### src/rtl/meta_write_responder.sv
// meta_write_responder
//
// Far-end responder of the cache metadata-write arbitration path. It takes one
// arbitrated request (set index, way enable, tag, source id). It writes the
// request into a local {valid, tag} array. It then acknowledges the source that
// won arbitration. Three sources are supported, which matches the upstream
// three-input arbiter. A combinational read port serves tag lookups.
//
// Optional feature macro: META_RESP_BYPASS_EN
//   defined   - a lookup made during the WRITE cycle that hits the captured idx
//               (with way_en=1) returns the tag being written (write-first).
//   undefined - a lookup made during WRITE sees the pre-write contents.
//
// Ports
//   clk, reset_n                      clock, asynchronous active-low reset
//   io_in_valid / io_in_ready         request handshake (ready only in IDLE)
//   io_in_bits_idx/way_en/tag         request payload
//   io_in_chosen                      winning source id (0..2 legal, 3 = error)
//   io_resp_<n>_valid / _ready        per-source acknowledgement handshake
//   io_resp_bits_idx                  idx of the acknowledged write
//   io_rd_idx -> io_rd_valid/io_rd_tag combinational lookup
//   io_busy                           FSM not in IDLE
//   io_err                            sticky: a request with chosen==3 was taken

module meta_write_responder #(
  parameter int IDX_W = 7,
  parameter int TAG_W = 20
) (
  input  logic             clk,
  input  logic             reset_n,
  input  logic             io_in_valid,
  output logic             io_in_ready,
  input  logic [IDX_W-1:0] io_in_bits_idx,
  input  logic             io_in_bits_way_en,
  input  logic [TAG_W-1:0] io_in_bits_tag,
  input  logic [1:0]       io_in_chosen,
  output logic             io_resp_0_valid,
  output logic             io_resp_1_valid,
  output logic             io_resp_2_valid,
  input  logic             io_resp_0_ready,
  input  logic             io_resp_1_ready,
  input  logic             io_resp_2_ready,
  output logic [IDX_W-1:0] io_resp_bits_idx,
  input  logic [IDX_W-1:0] io_rd_idx,
  output logic             io_rd_valid,
  output logic [TAG_W-1:0] io_rd_tag,
  output logic             io_busy,
  output logic             io_err
);

  localparam int SETS = 1 << IDX_W;

  typedef enum logic [1:0] {
    IDLE  = 2'd0,
    WRITE = 2'd1,
    RESP  = 2'd2
  } state_t;

  state_t state;

  logic [IDX_W-1:0] hold_idx;
  logic             hold_way_en;
  logic [TAG_W-1:0] hold_tag;
  logic [1:0]       hold_chosen;

  logic [SETS-1:0]  valid_q;
  logic [TAG_W-1:0] tag_mem [SETS];

  logic [2:0]       resp_valid_q;
  logic             in_ready_q;
  logic             busy_q;
  logic             err_q;

  logic [2:0]       resp_ready;
  logic             ack_done;

  assign resp_ready = {io_resp_2_ready, io_resp_1_ready, io_resp_0_ready};

  // resp_valid_q is one-hot on the captured source. Masking with it means
  // that readies from sources that are not being acknowledged have no effect.
  assign ack_done = |(resp_valid_q & resp_ready);

  // The control FSM. The valid bits live here because reset must clear them.
  // All visible handshake/status outputs are registered alongside the state,
  // so they are glitch-free and drop at the same moment reset hits.
  always_ff @(posedge clk or negedge reset_n) begin
    if (!reset_n) begin
      state        <= IDLE;
      hold_idx     <= '0;
      hold_way_en  <= 1'b0;
      hold_tag     <= '0;
      hold_chosen  <= 2'd0;
      valid_q      <= '0;
      resp_valid_q <= 3'b000;
      in_ready_q   <= 1'b1;
      busy_q       <= 1'b0;
      err_q        <= 1'b0;
    end else begin
      case (state)
        IDLE: begin
          if (io_in_valid) begin
            hold_idx    <= io_in_bits_idx;
            hold_way_en <= io_in_bits_way_en;
            hold_tag    <= io_in_bits_tag;
            hold_chosen <= io_in_chosen;
            in_ready_q  <= 1'b0;
            busy_q      <= 1'b1;
            state       <= WRITE;
          end
        end
        WRITE: begin
          if (hold_way_en) begin
            valid_q[hold_idx] <= 1'b1;
          end
          // Source id 3 has no ack channel. Flag the error and return to IDLE.
          if (hold_chosen == 2'd3) begin
            err_q      <= 1'b1;
            in_ready_q <= 1'b1;
            busy_q     <= 1'b0;
            state      <= IDLE;
          end else begin
            resp_valid_q <= 3'b001 << hold_chosen;
            state        <= RESP;
          end
        end
        RESP: begin
          if (ack_done) begin
            resp_valid_q <= 3'b000;
            in_ready_q   <= 1'b1;
            busy_q       <= 1'b0;
            state        <= IDLE;
          end
        end
        default: begin
          resp_valid_q <= 3'b000;
          in_ready_q   <= 1'b1;
          busy_q       <= 1'b0;
          state        <= IDLE;
        end
      endcase
    end
  end

  // Tag storage is deliberately left without a reset. Only the valid bits are
  // meaningful after reset, so the tag memory can map onto plain RAM.
  always_ff @(posedge clk) begin
    if (state == WRITE && hold_way_en) begin
      tag_mem[hold_idx] <= hold_tag;
    end
  end

  // The lookup port is purely combinational from the array. With the bypass
  // enabled, an in-flight WRITE to the same set is forwarded so that a reader
  // never sees the stale value in that cycle.
  always_comb begin
    io_rd_valid = valid_q[io_rd_idx];
    io_rd_tag   = tag_mem[io_rd_idx];
`ifdef META_RESP_BYPASS_EN
    if (state == WRITE && hold_way_en && io_rd_idx == hold_idx) begin
      io_rd_valid = 1'b1;
      io_rd_tag   = hold_tag;
    end
`endif
  end

  assign io_in_ready      = in_ready_q;
  assign io_resp_0_valid  = resp_valid_q[0];
  assign io_resp_1_valid  = resp_valid_q[1];
  assign io_resp_2_valid  = resp_valid_q[2];
  assign io_resp_bits_idx = hold_idx;
  assign io_busy          = busy_q;
  assign io_err           = err_q;

endmodule

### config.mk
export PLATFORM = sky130hd
export DESIGN_NAME = meta_write_responder
export DESIGN_NICKNAME = d
export VERILOG_FILES = /design/src/rtl/meta_write_responder.sv
export SDC_FILE = /design/constraint.sdc
export NUM_CORES = 2
export LEC_CHECK = 0
export CAP_MARGIN = 20
export CORE_MARGIN = 2
export CORE_UTILIZATION = 28
export DETAILED_ROUTE_END_ITERATION = 12
export SYNTH_ARGS = -nofsm -noshare
export SYNTH_HDL_FRONTEND = slang
export SYNTH_SLANG_ARGS = --single-unit
### constraint.sdc
create_clock -name clk -period 10.2 [get_ports clk]
set_clock_uncertainty 0.15 [all_clocks]
set_input_delay 3.06 -clock clk [delete_from_list [all_inputs] [get_ports clk]]
set_output_delay 3.06 -clock clk [all_outputs]
set_load 0.01 [all_outputs]
Word level (Yosys, flattened, before mapping). Memories as Yosys holds them, arrays and structs flattened. Index checks and enable logic that the tools add are counted.

Shift-type cells: 1. Divide/modulo/power cells: 0. Order comparisons: 3. $add $sub $neg: 0. Reductions and logical operators: 10. Bitwise gates (word level): 3. Muxes and demuxes: 21. Equal/unequal tests: 7. $mul: 0.

Operators with widths (number): $or A128 B128 Y128 (1); $lt A7 B8 Y1 const B (2); $mux W1 (10); $pmux W3 S3 (1); $ne A2 B2 Y1 const B (4); $reduce_and A2 Y1 (4); $bmux W1 S7 (1); $demux W1 S7 (1); $ge A7 B1 Y1 const B (1); $mux W2 (3); $mux W3 (2); $pmux W1 S3 (2); $pmux W2 S3 (1); $reduce_and A3 Y1 (2); $eq A2 B2 Y1 const B (2); $and A3 B3 Y3 (1); $reduce_or A3 Y1 (1); $shl A1 B2 Y3 const A (1); $eq A2 B1 Y1 const B (1); $logic_and A1 B1 Y1 (2); $logic_not A2 Y1 (1); $not A1 Y1 (1).

Output and inout port bits: 34. Bits in read-only memories: 0. Word-level logic and storage cells: 56. Memory bits (writable): 2560. Bits of input ports: 43. Bits in latches: 0. Register bits after elaboration: 166. Memories kept: 1.

Memory list: tag_mem (words 128, bits a word 20, rd ports 1, clocked after memory_dff 0, write ports 1, line 67) `logic [TAG_W-1:0] tag_mem [SETS];`.

Longest topological paths before layout.
Depth after elaboration: 5. Mapped depth: 8.

Worst setup path after synthesis. Ideal clock, no wire load.

Path type: input -> output. Start: in io_rd_idx[2]. End: out io_rd_tag[10]. Arrival: 5596 ps. Path buffers: 4. Slack: 1394 ps. Stages on the path: 8. Data required time: 6990 ps. Cell sequence: clkbuf_1 -> buf_2 -> clkbuf_1 -> buf_1 -> mux4_2 -> mux4_2 -> mux4_2 -> mux2_2.

Cells in the longest elaborated chain, start to end: 1.

Ends and longest elaborated chain: start, declared (line 44) `input logic [IDX_W-1:0] io_rd_idx,`; $mem_v2 Z128 W20; end, declared (line 46) `output logic [TAG_W-1:0] io_rd_tag,`.

Every way passes these cells.

Final worst setup path.
Start: in io_rd_idx[0]. End: out io_rd_tag[2].

Same word-level chain as after synthesis.

==> results.sh <==
export IMPL_insertion_delay_ns=0.85
export IMPL_die_span_in_x_um=614
export IMPL_detail_placement_hpwl_um=146000
export IMPL_critical_path_class="input port to output pin"
export IMPL_register_area_um2=81100
export IMPL_num_rows=223
export IMPL_die_area_um2=377000
export IMPL_route_met2_wl_um=126000
export IMPL_layoutNonFillerInstCount=9684
export IMPL_post_cts_resized_instances=0
export IMPL_clkTransAtPathRegs_ns=0.06
export IMPL_multiInputGateArea_um2=22900
export IMPL_detail_route_wl_per_cell_um=26.0
export IMPL_yosysTopAreaCellShare_pct=73.8
export IMPL_detailedRoute_firstIterationViolations=4664
export IMPL_firstDrtPassIters=5
export IMPL_setup_tns_ns=0
export IMPL_wirelength_um=252000
export IMPL_portBuffers=76
export IMPL_syn_to_final_growth_pct=16.7
export IMPL_max_clock_path_buffers=4
export IMPL_postSynthNetCount=4256
export IMPL_report_power_total_w=0.0277
export IMPL_power_ir_vdd_worst_uv=293
export IMPL_routedLengthMet1_um=102000
export IMPL_max_cap_viol_count=0
export IMPL_met3_wire_len_um=16700
export IMPL_final_antenna_net_count=0
export IMPL_drt_drc_violations_left=0
export IMPL_fmax_mhz=103
export IMPL_grt_ovfl_total=0
export IMPL_worstSetupStartpointType="input port"
export IMPL_rsz0062_at_grt="false"
export IMPL_via_count=46600
export IMPL_timing_final_ws_setup_ns=0.445
export IMPL_yosys_area_top_type="sky130_fd_sc_hd__edfxtp_1"
export IMPL_endpoint_kind="output pin"
export IMPL_timing_final_max_slew_violations=0
export IMPL_pd_cells_nw_per_um2=227
export IMPL_final_period_demand_of_the_worst_path_ns=9.75
export IMPL_total_of_warnings_raised_by_yosys=0
export IMPL_critical_path_required_ns=6.99
export IMPL_grt_max_degree=113
export IMPL_start_util_pct=28.2
export IMPL_cts_hold_buffers_added=0
export IMPL_worst_slew_margin_relative_to_its_limit_pct=24.4
export IMPL_leakage_nw=37.4
export IMPL_initial_antenna_violation_count=31
export IMPL_grt_usage_pct=13.2
export IMPL_ios=77
export IMPL_final_util_pct=32.9
export IMPL_final_min_period_over_clock_period_pct=95.6
export IMPL_post_cts_buffers=0
export IMPL_cp_arrival_ns=6.54
export IMPL_global_route_wire_length_before_repair_um=361000
export IMPL_tightestPinTransition_ns=1.13
export IMPL_outcome="complete, no violations"
export IMPL_post_synth_main_area_contributors="sky130_fd_sc_hd__edfxtp_1 74%, sky130_fd_sc_hd__mux4_2 19%, sky130_fd_sc_hd__dfrtp_1 4.0%, sky130_fd_sc_hd__mux2_2 0.54%, sky130_fd_sc_hd__clkbuf_1 0.50%"
export IMPL_design_core_area_um2=370000
export IMPL_routed_via_density=4.81
export IMPL_number_of_fill_cells=34300
export IMPL_first_global_vias=48400
export IMPL_ys_ff_latch=2726
export IMPL_finish_net_count=4552
export IMPL_clockRootBuffer="sky130_fd_sc_hd__clkbuf_16"
export IMPL_hold_class="register to register"
export IMPL_final_layout_size_suffix_gt1_share_pct=36.4
export IMPL_setup_viol=0
export IMPL_cts_sinks=2726
export IMPL_top_signal_layer_used="met5"
export IMPL_synth_avg_cell_area_um2=24.7
export IMPL_pre_cts_slack_ns=0.421
export IMPL_synth_seq_area_share_pct=77.8
export IMPL_critical_path_peak_fanout=18
export IMPL_cts_max_level=5
export IMPL_dp_cells=9176
export IMPL_synthesis_area_um2=104000
export IMPL_tritoncts="done"
export IMPL_cts_buffers_inserted=279
export IMPL_synthCells=4213
export IMPL_floorplan_die_height_um=614
export IMPL_globalplace_congestion=0.780
export IMPL_yosysUniqueCellTypes=31
export IMPL_finalHoldViolCount=0
==> worst paths after layout <==
path                                           from               to  slack [ns]  cells after the start
worst max-delay path                   io_rd_idx[0]     io_rd_tag[2]        0.45                      8
max in group asynchronous                   reset_n     hold_tag[15]        6.77                      2
worst min-delay path                   valid_q[116]     valid_q[116]        0.32                      1
min in group asynchronous                   reset_n          io_busy        2.00                      1
worst min register to register         valid_q[116]     valid_q[116]        0.32                      1
worst max register to register  io_resp_bits_idx[4]  tag_mem[114][8]        6.30                      4
==> layout by cell type (no fill, tap or decap), types with 4 or more instances in the layout <==
master,synthesis,layout
sky130_fd_sc_hd__buf_12,0,42
sky130_fd_sc_hd__buf_4,0,132
sky130_fd_sc_hd__buf_8,0,4
sky130_fd_sc_hd__bufinv_16,0,20
sky130_fd_sc_hd__clkbuf_1,139,48
sky130_fd_sc_hd__clkbuf_16,0,286
sky130_fd_sc_hd__clkbuf_8,0,6
sky130_fd_sc_hd__clkdlybuf4s50_1,0,69
sky130_fd_sc_hd__clkinv_1,0,64
sky130_fd_sc_hd__clkinv_2,0,41
sky130_fd_sc_hd__clkinvlp_4,0,10
sky130_fd_sc_hd__dfrtp_1,165,145
sky130_fd_sc_hd__dfrtp_4,0,20
sky130_fd_sc_hd__diode_2,0,11
sky130_fd_sc_hd__edfxtp_1,2560,2560
sky130_fd_sc_hd__inv_6,0,12
sky130_fd_sc_hd__mux2_2,50,50
sky130_fd_sc_hd__mux4_2,882,882
sky130_fd_sc_hd__nand2_1,18,15
sky130_fd_sc_hd__nand3_1,8,6
sky130_fd_sc_hd__nor2_1,133,5
sky130_fd_sc_hd__nor2_2,0,39
sky130_fd_sc_hd__nor2_4,0,89
sky130_fd_sc_hd__nor2b_1,8,8
sky130_fd_sc_hd__o21ai_0,4,4
sky130_fd_sc_hd__o21bai_1,64,64
sky130_fd_sc_hd__or2_2,64,64
==> logic make-up after synthesis <==
group / count (synthesis) / synth area share [%]
buf+inv: 238 / 0.998
flops: 2726 / 77.8
simple gates: 236 / 1.05
mux: 932 / 19.6
compound gates: 81 / 0.574
==> synth_stat cells (all sizes together) <==
library cell  instances
a211oi                1
a21bo                 2
a21o                  2
a21oi                 3
a22o                  1
a22oi                 1
a31o                  1
and2                  1
and3                  1
buf                  97
clkbuf              139
dfrtp               165
dfstp                 1
edfxtp             2560
inv                   2
mux2                 50
mux4                882
nand2                18
nand2b                1
nand3                 8
nand4                 1
nor2                133
nor2b                 8
nor4bb                1
o21a                  1
o21ai                 4
o21bai               64
o31ai                 1
or2                  64
==> cell type report <==
cell class	count	share of cell area, %
clock inverter	155	1.08
timing repair buffer	251	2.18
tap	4950	5.09
multi-input combinational	1249	18.8
sequential	2726	66.7
inverter	2	0.00617
clock buffer	340	6.10
antenna	11	0.0226
==> power by group <==
group / switching, W / internal [W]
combinational: 0.00176 / 0.000856
clock: 0.00420 / 0.00569
sequential: 0.000984 / 0.0142
==> state kept, by name, summed over array words and instances, names as in the netlist, 2 cells and up <==
name,cells
hold_chosen,2
state,2
valid_q,128
hold_tag,20
io_resp_bits_idx,7
resp_valid_q,3
tag_mem,2560
==> through the flow <==
stage | hold WS (ns) | cell area, um2
after detailed placement | 0.299 | 113000
after floorplan | 0.284 | 104000
after CTS | 0.317 | 122000
after global routing | 0.327 | 122000
after global placement | 0.295 | 113000
final | 0.315 | 122000
==> layer usage <==
layer | vias to the layer above | GRT usage [%]
met2 | 1650 | 22.1
met5 | - | 0
met4 | 14 | 3.97
met1 | 25800 | 17.5
met3 | 360 | 2.23
li1 | 18800 | -
==> worst max-delay path, cell delays in order <==
cell                              delay [ns]
sky130_fd_sc_hd__buf_8                  0.29
sky130_fd_sc_hd__buf_12                 0.21
sky130_fd_sc_hd__buf_4                  0.31
sky130_fd_sc_hd__mux4_2                 0.55
sky130_fd_sc_hd__mux4_2                 0.54
sky130_fd_sc_hd__mux4_2                 0.67
sky130_fd_sc_hd__mux2_2                 0.38
sky130_fd_sc_hd__clkdlybuf4s50_1        0.50
(Power assumes the default switching activity.)
